## src/rtl/des_encrypt_engine.sv

```systemverilog
// Iterative DES engine: one Feistel round per clock, subkeys generated on the fly.
// Build option: define DES_DUAL_MODE_EN to add the decrypt port (reverse subkey order).
// Ports:
//   clk, rst (sync, active-high)
//   in_valid/in_ready + data_in, encryption_key (+ decrypt) : block input handshake
//   out_valid/out_ready + data_out                          : registered result handshake
module des_encrypt_engine (
    input  logic        clk,
    input  logic        rst,
    input  logic        in_valid,
    output logic        in_ready,
    input  logic [63:0] data_in,
    input  logic [63:0] encryption_key,
`ifdef DES_DUAL_MODE_EN
    input  logic        decrypt,
`endif
    output logic        out_valid,
    input  logic        out_ready,
    output logic [63:0] data_out
);

    // Tables use DES bit numbering: DES bit n lives at bus bit (width - n).
    localparam int IP_T [64] = '{
        58, 50, 42, 34, 26, 18, 10, 2, 60, 52, 44, 36, 28, 20, 12, 4,
        62, 54, 46, 38, 30, 22, 14, 6, 64, 56, 48, 40, 32, 24, 16, 8,
        57, 49, 41, 33, 25, 17, 9, 1, 59, 51, 43, 35, 27, 19, 11, 3,
        61, 53, 45, 37, 29, 21, 13, 5, 63, 55, 47, 39, 31, 23, 15, 7};

    localparam int E_T [48] = '{
        32, 1, 2, 3, 4, 5, 4, 5, 6, 7, 8, 9, 8, 9, 10, 11, 12, 13,
        12, 13, 14, 15, 16, 17, 16, 17, 18, 19, 20, 21, 20, 21, 22, 23,
        24, 25, 24, 25, 26, 27, 28, 29, 28, 29, 30, 31, 32, 1};

    localparam int P_T [32] = '{
        16, 7, 20, 21, 29, 12, 28, 17, 1, 15, 23, 26, 5, 18, 31, 10,
        2, 8, 24, 14, 32, 27, 3, 9, 19, 13, 30, 6, 22, 11, 4, 25};

    localparam int PC1_T [56] = '{
        57, 49, 41, 33, 25, 17, 9, 1, 58, 50, 42, 34, 26, 18,
        10, 2, 59, 51, 43, 35, 27, 19, 11, 3, 60, 52, 44, 36,
        63, 55, 47, 39, 31, 23, 15, 7, 62, 54, 46, 38, 30, 22,
        14, 6, 61, 53, 45, 37, 29, 21, 13, 5, 28, 20, 12, 4};

    localparam int PC2_T [48] = '{
        14, 17, 11, 24, 1, 5, 3, 28, 15, 6, 21, 10,
        23, 19, 12, 4, 26, 8, 16, 7, 27, 20, 13, 2,
        41, 52, 31, 37, 47, 55, 30, 40, 51, 45, 33, 48,
        44, 49, 39, 56, 34, 53, 46, 42, 50, 36, 29, 32};

    // Each S-box is 64 nibbles, row-major (row*16+col), entry 0 in the top nibble.
    localparam logic [255:0] SBOX [8] = '{
        256'hE4D12FB83A6C59070F74E2D1A6CB953841E8D62BFC973A50FC8249175B3EA06D,
        256'hF18E6B34972DC05A3D47F28EC01A69B50E7BA4D158C6932FD8A13F42B67C05E9,
        256'hA09E63F51DC7B428D709346A285ECBF1D6498F30B12C5AE71AD069874FE3B52C,
        256'h7DE3069A1285BC4FD8B56F03472C1AE9A690CB7DF13E52843F06A1D8945BC72E,
        256'h2C417AB6853FD0E9EB2C47D150FA3986421BAD78F9C5630EB8C71E2D6F09A453,
        256'hC1AF92680D34E75BAF427C9561DE0B389EF528C3704A1DB6432C95FABE17608D,
        256'h4B2EF08D3C975A61D0B7491AE35C2F8614BDC37EAF6805926BD814A7950FE23C,
        256'hD2846FB1A93E50C71FD8A374C56B0E927B419CE206ADF35821E74A8DFC90356B};

    typedef enum logic [1:0] {IDLE, ROUND, DONE} state_t;

    function automatic logic [63:0] ip_perm(input logic [63:0] x);
        logic [63:0] y;
        for (int j = 0; j < 64; j++) y[6'(63 - j)] = x[6'(64 - IP_T[j])];
        return y;
    endfunction

    // FP is the inverse of IP, so scatter through the IP table.
    function automatic logic [63:0] fp_perm(input logic [63:0] x);
        logic [63:0] y;
        for (int j = 0; j < 64; j++) y[6'(64 - IP_T[j])] = x[6'(63 - j)];
        return y;
    endfunction

    function automatic logic [55:0] pc1_perm(input logic [63:0] x);
        logic [55:0] y;
        for (int j = 0; j < 56; j++) y[6'(55 - j)] = x[6'(64 - PC1_T[j])];
        return y;
    endfunction

    function automatic logic [47:0] pc2_perm(input logic [55:0] x);
        logic [47:0] y;
        for (int j = 0; j < 48; j++) y[6'(47 - j)] = x[6'(56 - PC2_T[j])];
        return y;
    endfunction

    function automatic logic [47:0] e_perm(input logic [31:0] x);
        logic [47:0] y;
        for (int j = 0; j < 48; j++) y[6'(47 - j)] = x[5'(32 - E_T[j])];
        return y;
    endfunction

    function automatic logic [31:0] p_perm(input logic [31:0] x);
        logic [31:0] y;
        for (int j = 0; j < 32; j++) y[5'(31 - j)] = x[5'(32 - P_T[j])];
        return y;
    endfunction

    function automatic logic [31:0] feistel(input logic [31:0] r, input logic [47:0] k);
        logic [47:0] x;
        logic [31:0] s;
        logic [5:0]  b;
        logic [5:0]  idx;
        x = e_perm(r) ^ k;
        s = '0;
        for (int i = 0; i < 8; i++) begin
            b   = x[6'(47 - 6 * i) -: 6];
            // Outer bits pick the row, inner four the column.
            idx = {b[5], b[0], b[4:1]};
            s[5'(31 - 4 * i) -: 4] = SBOX[i][8'(255 - 4 * int'(idx)) -: 4];
        end
        return p_perm(s);
    endfunction

    function automatic logic [27:0] rotl(input logic [27:0] x, input logic [1:0] n);
        return n[1] ? {x[25:0], x[27:26]} : (n[0] ? {x[26:0], x[27]} : x);
    endfunction

`ifdef DES_DUAL_MODE_EN
    function automatic logic [27:0] rotr(input logic [27:0] x, input logic [1:0] n);
        return n[1] ? {x[1:0], x[27:2]} : (n[0] ? {x[0], x[27:1]} : x);
    endfunction
`endif

    state_t      state, state_n;
    logic [31:0] l_q, r_q, l_nx, r_nx;
    logic [27:0] c_q, d_q, c_nx, d_nx;
    logic [3:0]  rnd;
    logic [1:0]  shift;
    logic [47:0] k_rnd;
    logic [63:0] data_q;
    logic        accept;
`ifdef DES_DUAL_MODE_EN
    logic        dec_q;
`endif

    always_ff @(posedge clk) begin
        if (rst) state <= IDLE;
        else     state <= state_n;
    end

    always_comb begin
        state_n   = state;
        in_ready  = 1'b0;
        out_valid = 1'b0;
        unique case (state)
            IDLE: begin
                in_ready = 1'b1;
                if (in_valid) state_n = ROUND;
            end
            ROUND: if (rnd == 4'd15) state_n = DONE;
            DONE: begin
                out_valid = 1'b1;
                if (out_ready) state_n = IDLE;
            end
            default: state_n = IDLE;
        endcase
    end

    assign accept   = in_valid && in_ready;
    assign data_out = data_q;

    always_comb begin
        shift = (rnd == 4'd0 || rnd == 4'd1 || rnd == 4'd8 || rnd == 4'd15) ? 2'd1 : 2'd2;
        c_nx  = rotl(c_q, shift);
        d_nx  = rotl(d_q, shift);
`ifdef DES_DUAL_MODE_EN
        // SHIFT[16-rnd] equals SHIFT[rnd] for rnd 1..15, so only round 0 differs.
        if (dec_q) begin
            c_nx = rotr(c_q, (rnd == 4'd0) ? 2'd0 : shift);
            d_nx = rotr(d_q, (rnd == 4'd0) ? 2'd0 : shift);
        end
`endif
        k_rnd = pc2_perm({c_nx, d_nx});
        l_nx  = r_q;
        r_nx  = l_q ^ feistel(r_q, k_rnd);
    end

    always_ff @(posedge clk) begin
        if (rst) begin
            l_q    <= '0;
            r_q    <= '0;
            c_q    <= '0;
            d_q    <= '0;
            rnd    <= '0;
            data_q <= '0;
`ifdef DES_DUAL_MODE_EN
            dec_q  <= 1'b0;
`endif
        end else if (accept) begin
            {l_q, r_q} <= ip_perm(data_in);
            {c_q, d_q} <= pc1_perm(encryption_key);
            rnd        <= '0;
`ifdef DES_DUAL_MODE_EN
            dec_q      <= decrypt;
`endif
        end else if (state == ROUND) begin
            l_q <= l_nx;
            r_q <= r_nx;
            c_q <= c_nx;
            d_q <= d_nx;
            rnd <= rnd + 4'd1;
            // Last round skips the L/R swap before FP.
            if (rnd == 4'd15) data_q <= fp_perm({r_nx, l_nx});
        end
    end

endmodule

```

## config.mk

```make
export PLATFORM = sky130hd
export DESIGN_NAME = des_encrypt_engine
export DESIGN_NICKNAME = d
export VERILOG_FILES = /design/src/rtl/des_encrypt_engine.sv
export SDC_FILE = /design/constraint.sdc
export NUM_CORES = 1
export LEC_CHECK = 0
export CAP_MARGIN = 10
export CORE_UTILIZATION = 40
export DETAILED_ROUTE_END_ITERATION = 10
export HOLD_SLACK_MARGIN = 0.08
export PLACE_DENSITY = 0.79
export SLEW_MARGIN = 20
export SYNTH_ARGS = -nofsm -noshare
export SYNTH_HDL_FRONTEND = slang
export SYNTH_SLANG_ARGS = --single-unit
```

## constraint.sdc

```tcl
create_clock -name clk -period 2.9 [get_ports clk]
set_clock_uncertainty 0.1 [all_clocks]
set_input_delay 0.58 -clock clk [delete_from_list [all_inputs] [get_ports clk]]
set_output_delay 0.58 -clock clk [all_outputs]
set_load 0.03 [all_outputs]
```

# After elaboration in Yosys (flattened, before gate mapping)
# Index checks and enable logic that the tools add are counted.
# op_classes
n_addsub	5
mul	0
div_mod_pow	0
n_lt_le_gt_ge	0
eq_ne	8
shifts	4
n_mux	15
bitwise	3
reduce_logical	12
# op_table
operator	n
indexed part select 259 x 8 -> 3 bit, first input constant	2
indexed part select 259 x 8 -> 2 bit, first input constant	1
indexed part select 259 x 8 -> 4 bit, first input constant	1
two-way mux 32 bit	4
two-way mux 28 bit	4
subtractor 8 bit, first input constant	4
bitwise XOR 32 bit	1
bitwise XOR 24 bit	1
== test 4 bit, second input constant	2
two-way mux 2 bit	4
inequality test 2 bit, second input constant	3
case mux 2 bit (3 select lines)	1
AND reduction 3 bit	2
adder 4 x 1 -> 4 bit, second input constant	1
== test 4 x 1 -> 1 bit, second input constant	1
zero test 4 bit	1
logical OR 1 bit	3
nonzero test 3 bit	1
== test 2 x 1 -> 1 bit, second input constant	1
== test 2 bit, second input constant	1
zero test 2 bit	1
two-way mux 1 bit	2
AND reduction 2 bit	1
nonzero test 2 bit	1
3 further kinds	3
# word_totals
ff_bits	114
latchBits	0
ramBits	0
romBits	0
inputBits	132
output_inout_bits	66
word_cells	54
mem_count	0

# Longest topological paths before layout
# Gate-level depths: netlist of the first run.
# logic_depth
depth_word	13
mapped_depth	14
ltp_nobuf	12

# Worst setup path after synthesis of the first run
# Ideal clock, no wire load.
# synth_path
kind	register to register
start	reg rnd[0]
end	reg r_q[0] (netlist: l_nx[0])
setup_ns	0.117
arrival_time_ns	2.324
t_required_ns	2.683
setup_slack_ns	0.358
stages_incl_launch_ff	13
n_path_buf	0
period_less_slack_ns	2.542
path_cell_list	dfxtp_1 > inv_1 > ha_1 > nor2_2 > a22o_2 > mux2i_1 > xnor2_1 > nor3_1 > a31oi_1 > nor2_1 > nor4_2 > mux2i_1 > nand2_1
# synth_between
elab_chain_cells	13
elab_cells_between_ends	16
classes_between	add/sub: 1; eq/ne: 3; shift: 1; mux: 5; bitwise: 2; reduce/logical: 4
# synth_rtl
element	line_no	rtl
start: declaration	129	logic [3:0] rnd;
start signal: assignment	203	rnd <= rnd + 4'd1;
== test 4 x 1 -> 1 bit or zero test 4 bit (tied branches)	165	shift = (rnd == 4'd0 || rnd == 4'd1 || rnd == 4'd8 || rnd == 4'd15) ? 2'd1 : 2'd2;
logical OR 1 bit (2 in series)	165	
logical OR 1 bit *	165	
two-way mux 2 bit *	165	
two-way mux 28 bit	117	return n[1] ? {x[25:0], x[27:26]} : (n[0] ? {x[26:0], x[27]} : x);
two-way mux 28 bit *	117	
bitwise XOR 24 bit *	105	x = e_perm(r) ^ k;
subtractor 8 bit *	111	s[5'(31 - 4 * i) -: 4] = SBOX[i][8'(255 - 4 * int'(idx)) -: 4];
indexed part select 259 x 8 -> 4 bit *	111	
bitwise XOR 32 bit *	177	r_nx = l_q ^ feistel(r_q, k_rnd);
two-way mux 32 bit *	198	end else if (state == ROUND) begin
two-way mux 32 bit *	191	end else if (accept) begin
end signal: assignment	192	{l_q, r_q} <= ip_perm(data_in);
end signal: assignment	200	r_q <= r_nx;
end: declaration	127	logic [31:0] l_q, r_q, l_nx, r_nx;
# Every way passes the cells marked *; elsewhere a longest branch is shown, timed or not. The select of a mux whose other input is x is not followed.
# A chain may end at the register's enable or synchronous reset.

# Worst setup path after layout of the first run
# Ends and elaborated chain as after synthesis.

==> parameters.txt, run 1 <==
Parameter                              Value

Drt
  Detail Route Antenna Nets ... 0
  Total via count after detailed routing ... 3833
  1st-pass router iterations ... 4
  Count of routing violations after the opening detailed-route iteration ... 246
  Post-detailed-route wirelength per cell ... 13.8 um
  Residual DRC count ... 0
  Total Routed Length ... 10100 um
  Vias per Instance ... 5.22

Yosys
  Number of enable flip-flop cells after synthesis ... 0
  Flip-flop and latch count after synthesis ... 76
  Leading area contributor after synthesis ... sky130_fd_sc_hd__dfxtp_1
  Most used flip-flop cell after synthesis ... sky130_fd_sc_hd__dfxtp_1
  Yosys top cell area share ... 0.356
  Count of yosys warnings during synthesis ... 0
  Seq/Total Area, Yosys ... 0.356
  Cells after synthesis ... 545
  Synth cell count leaders ... 103 x sky130_fd_sc_hd__nand2_1, 76 x sky130_fd_sc_hd__dfxtp_1, 63 x sky130_fd_sc_hd__nor2_1
  Syn Std Cell Area ... 4270 um2
  Top-count cell post-synth ... sky130_fd_sc_hd__nand2_1
  Synth top area cells ... sky130_fd_sc_hd__dfxtp_1 36%, sky130_fd_sc_hd__nand2_1 9.1%, sky130_fd_sc_hd__buf_4 8.6%, sky130_fd_sc_hd__a21oi_1 6.7%, sky130_fd_sc_hd__nor2_1 5.5%
  Post-Synthesis Mean Instance Area ... 7.83 um2
  Synth cell types ... 51
  Async set-or-reset flop fraction in the synthesized netlist ... 0

Layout
  Layout-stage area growth over the synthesis result ... 19.0%
  Number of fill cells in the layout ... 964
  Layout cells sized above 1 ... 0.114
  Sequential cell area ... 1530 um2
  Utilization after layout ... 0.492
  Number of nets in the layout ... 729
  Final non-filler cell area ... 5080 um2
  Final standard cell count with taps included and fillers excluded ... 734
  Diode count ... 0
  Multi-input gate area ... 2470 um2

Power and ir drop
  Power per cell area ... 491 nW/um2
  Leakage power ... 1.89 nW
  Power consumption ... 2.49 mW
  Worst-case vdd ir drop ... 0.254 mV

Placed design
  Detailed placer's ending HPWL ... 7020 um
  Final weighted congestion of routability-driven global placement ... 0.846
  Post-DP Area ... 4750 um2
  Dpl cells ... 713
  Worst setup timing slack at the placement stage ... -0.0326 ns
  Quantity of I/O buffers inserted on ports ... 49

Floorplanning
  Number of top-level pins ... 198
  Effective utilization at floorplan ... 0.413
  Die width ... 105 um
  Number of core rows ... 37
  Die Footprint ... 11100 um2
  Die Span Y ... 105 um
  Core region area ... 10300 um2

CTS
  Root buffer cell ... sky130_fd_sc_hd__clkbuf_8
  Cts bufs inserted ... 9
  CTS H-tree lvls ... 3
  Clock slew seen by the registers of the worst setup and hold paths ... 0.08 ns
  Largest buffer count on any clock path ... 2
  Quantity of hold-fixing buffers added after cts ... 0
  Clock latency reported for the late side of the worst-skew pair ... 0.36 ns
  Clock net sink count ... 76
  Clock tree from TritonCTS ... built

Global route
  Total routing resource utilization after global routing ... 0.184
  Maximum number of pins on one net before global-route repair ... 54
  GRT Residual Overflow ... 0
  Global-route wire length before repair ... 16300 um
  Antenna violations before repair ... 0
  Vias in the first global route ... 3551

Timing
  Period utilisation layout ... 0.967
  Actual transition at the worst max-transition pin ... 0.702 ns
  Tmin final ... 2.80 ns
  Worst-case setup margin in the final layout ... 0.0955 ns
  Final setup violating endpoints ... 0
  Timing-limited maximum frequency ... 0.357 GHz
  Max-slew violation count ... 0
  Max-slew headroom at the worst pin ... 0.532
  Hold Violations, Final ... 0

Job
  Max-cap violation count ... 0

Setup path
  Data required time at the worst endpoint ... 3.05 ns
  Nature of the critical path startpoint ... flip-flop
  Number of cell instances on the worst register-to-register path ... 12
  Data arrival at the endpoint of the critical path ... 2.95 ns
  Critical Path End Type ... flip-flop
  Category of the most critical setup path ... flip-flop to flip-flop
  Largest fanout on the critical path ... 12

Min path
  Number of cells on the worst hold path ... 2
  Worst hold path type ... flip-flop to flip-flop

Outcome
  Result of the run ... complete, no violations
-- report_power, final --
part           leakage [nW]  total, mW  switching, mW  internal, mW
logic                  1.17      0.497          0.306         0.190
clock network         0.105      0.885          0.404         0.481
registers             0.618       1.11         0.0373          1.08
total                  1.89       2.49          0.748          1.75
-- through the flow --
stage	setup TNS (ns)	hold slack, ns
4_1_cts	0	0.359
3_5_place_dp	-0.0326	0.347
2_1_floorplan	0	0.332
3_3_place_gp	0	0.342
5_1_grt	-0.0272	0.369
6_report	0	0.355
-- flip-flops by register name (all words and copies together), names as in the netlist --
signal    flops
d_q          28
l_nx         20
data_out     16
l_q           6
rnd           4
state         2
-- worst max-delay path: stages, from the launching register on --
cell                      delay, ns
sky130_fd_sc_hd__dfxtp_4       0.38
sky130_fd_sc_hd__ha_2          0.19
sky130_fd_sc_hd__nand2_1       0.10
sky130_fd_sc_hd__a22oi_2       0.23
sky130_fd_sc_hd__buf_12        0.19
sky130_fd_sc_hd__mux2i_4       0.33
sky130_fd_sc_hd__xnor2_4       0.20
sky130_fd_sc_hd__nor3_1        0.09
sky130_fd_sc_hd__a31oi_1       0.18
sky130_fd_sc_hd__nor2_1        0.08
sky130_fd_sc_hd__nor4_2        0.32
sky130_fd_sc_hd__mux2i_1       0.23
sky130_fd_sc_hd__nand2_1       0.07
-- timing repair --
action                                  4_1_cts  5_1_grt
gates cloned                                  0        0
buffers inserted                              0        6
pin swaps                                     0        2
resized for setup                             3        8
endpoints found under the setup margin        1        6
-- cells in the final DEF (no fill, tap or decap), types with 13 or more instances in the layout --
| master | netlist | routed |
|---|---|---|
| sky130_fd_sc_hd__clkdlybuf4s50_1 | 0 | 48 |
| sky130_fd_sc_hd__buf_4 | 49 | 24 |
| sky130_fd_sc_hd__nand3_1 | 21 | 21 |
| sky130_fd_sc_hd__a31oi_1 | 19 | 19 |
| sky130_fd_sc_hd__nand2_1 | 103 | 103 |
| sky130_fd_sc_hd__a21oi_1 | 57 | 57 |
| sky130_fd_sc_hd__xnor2_1 | 13 | 13 |
| sky130_fd_sc_hd__dfxtp_1 | 76 | 75 |
| sky130_fd_sc_hd__conb_1 | 1 | 48 |
| sky130_fd_sc_hd__nor2_1 | 63 | 63 |
| sky130_fd_sc_hd__mux2i_1 | 14 | 13 |
-- kinds of logic (layout without fill, tap and decap cells) --
| family | Yosys count | count (layout) | synth area share |
|---|---|---|---|
| AOI/OAI and AO/OA | 110 | 110 | 0.156 |
| adders and majority gates | 5 | 5 | 0.0138 |
| xor gates and xnor gates | 30 | 30 | 0.0756 |
| muxes | 21 | 21 | 0.0595 |
| buffers and inverters | 86 | 92 | 0.123 |
| other | 1 | 48 | 0.000879 |
| and+or+nand+nor | 216 | 216 | 0.215 |
| DFF | 76 | 76 | 0.356 |
-- cell type report --
type,count,area share
Clock buffer,9,0.0244
Clock inverter,6,0.0177
Inverter,3,0.00222
Multi-Input combinational cell,430,0.487
Sequential cell,76,0.300
Tap cell,136,0.0335
Timing Repair Buffer,74,0.135
-- final timing paths --
check / start / end / slack [ns]
worst max-delay path: rnd[0] / l_nx[0] / 0.1
worst min-delay path: l_nx[22] / data_out[13] / 0.36
worst max register to register: rnd[0] / l_nx[0] / 0.1
worst min register to register: l_nx[22] / data_out[13] / 0.36
-- routing by layer --
metal  GRT usage  routed length (um)  vias up
met5           0                   0        -
li1            -                   -     1845
met2       0.316                5130      133
met3      0.0260                 633       20
met1       0.223                4210     1835
met4      0.0956                 172        0
Note: power is estimated with default switching activity, not from simulation.
==> run 2, diff against run 1 <==
--- a/config.mk
+++ b/config.mk
@@ -5,12 +5,11 @@
 export SDC_FILE = /design/constraint.sdc
 export NUM_CORES = 1
 export LEC_CHECK = 0
-export CAP_MARGIN = 10
+export CAP_MARGIN = 20
 export CORE_UTILIZATION = 40
 export DETAILED_ROUTE_END_ITERATION = 10
 export HOLD_SLACK_MARGIN = 0.08
 export PLACE_DENSITY = 0.79
-export SLEW_MARGIN = 20
 export SYNTH_ARGS = -nofsm -noshare
 export SYNTH_HDL_FRONTEND = slang
 export SYNTH_SLANG_ARGS = --single-unit
==> results of run 2 <==
The final DEF is identical to that of run 1; final timing and power are the same.
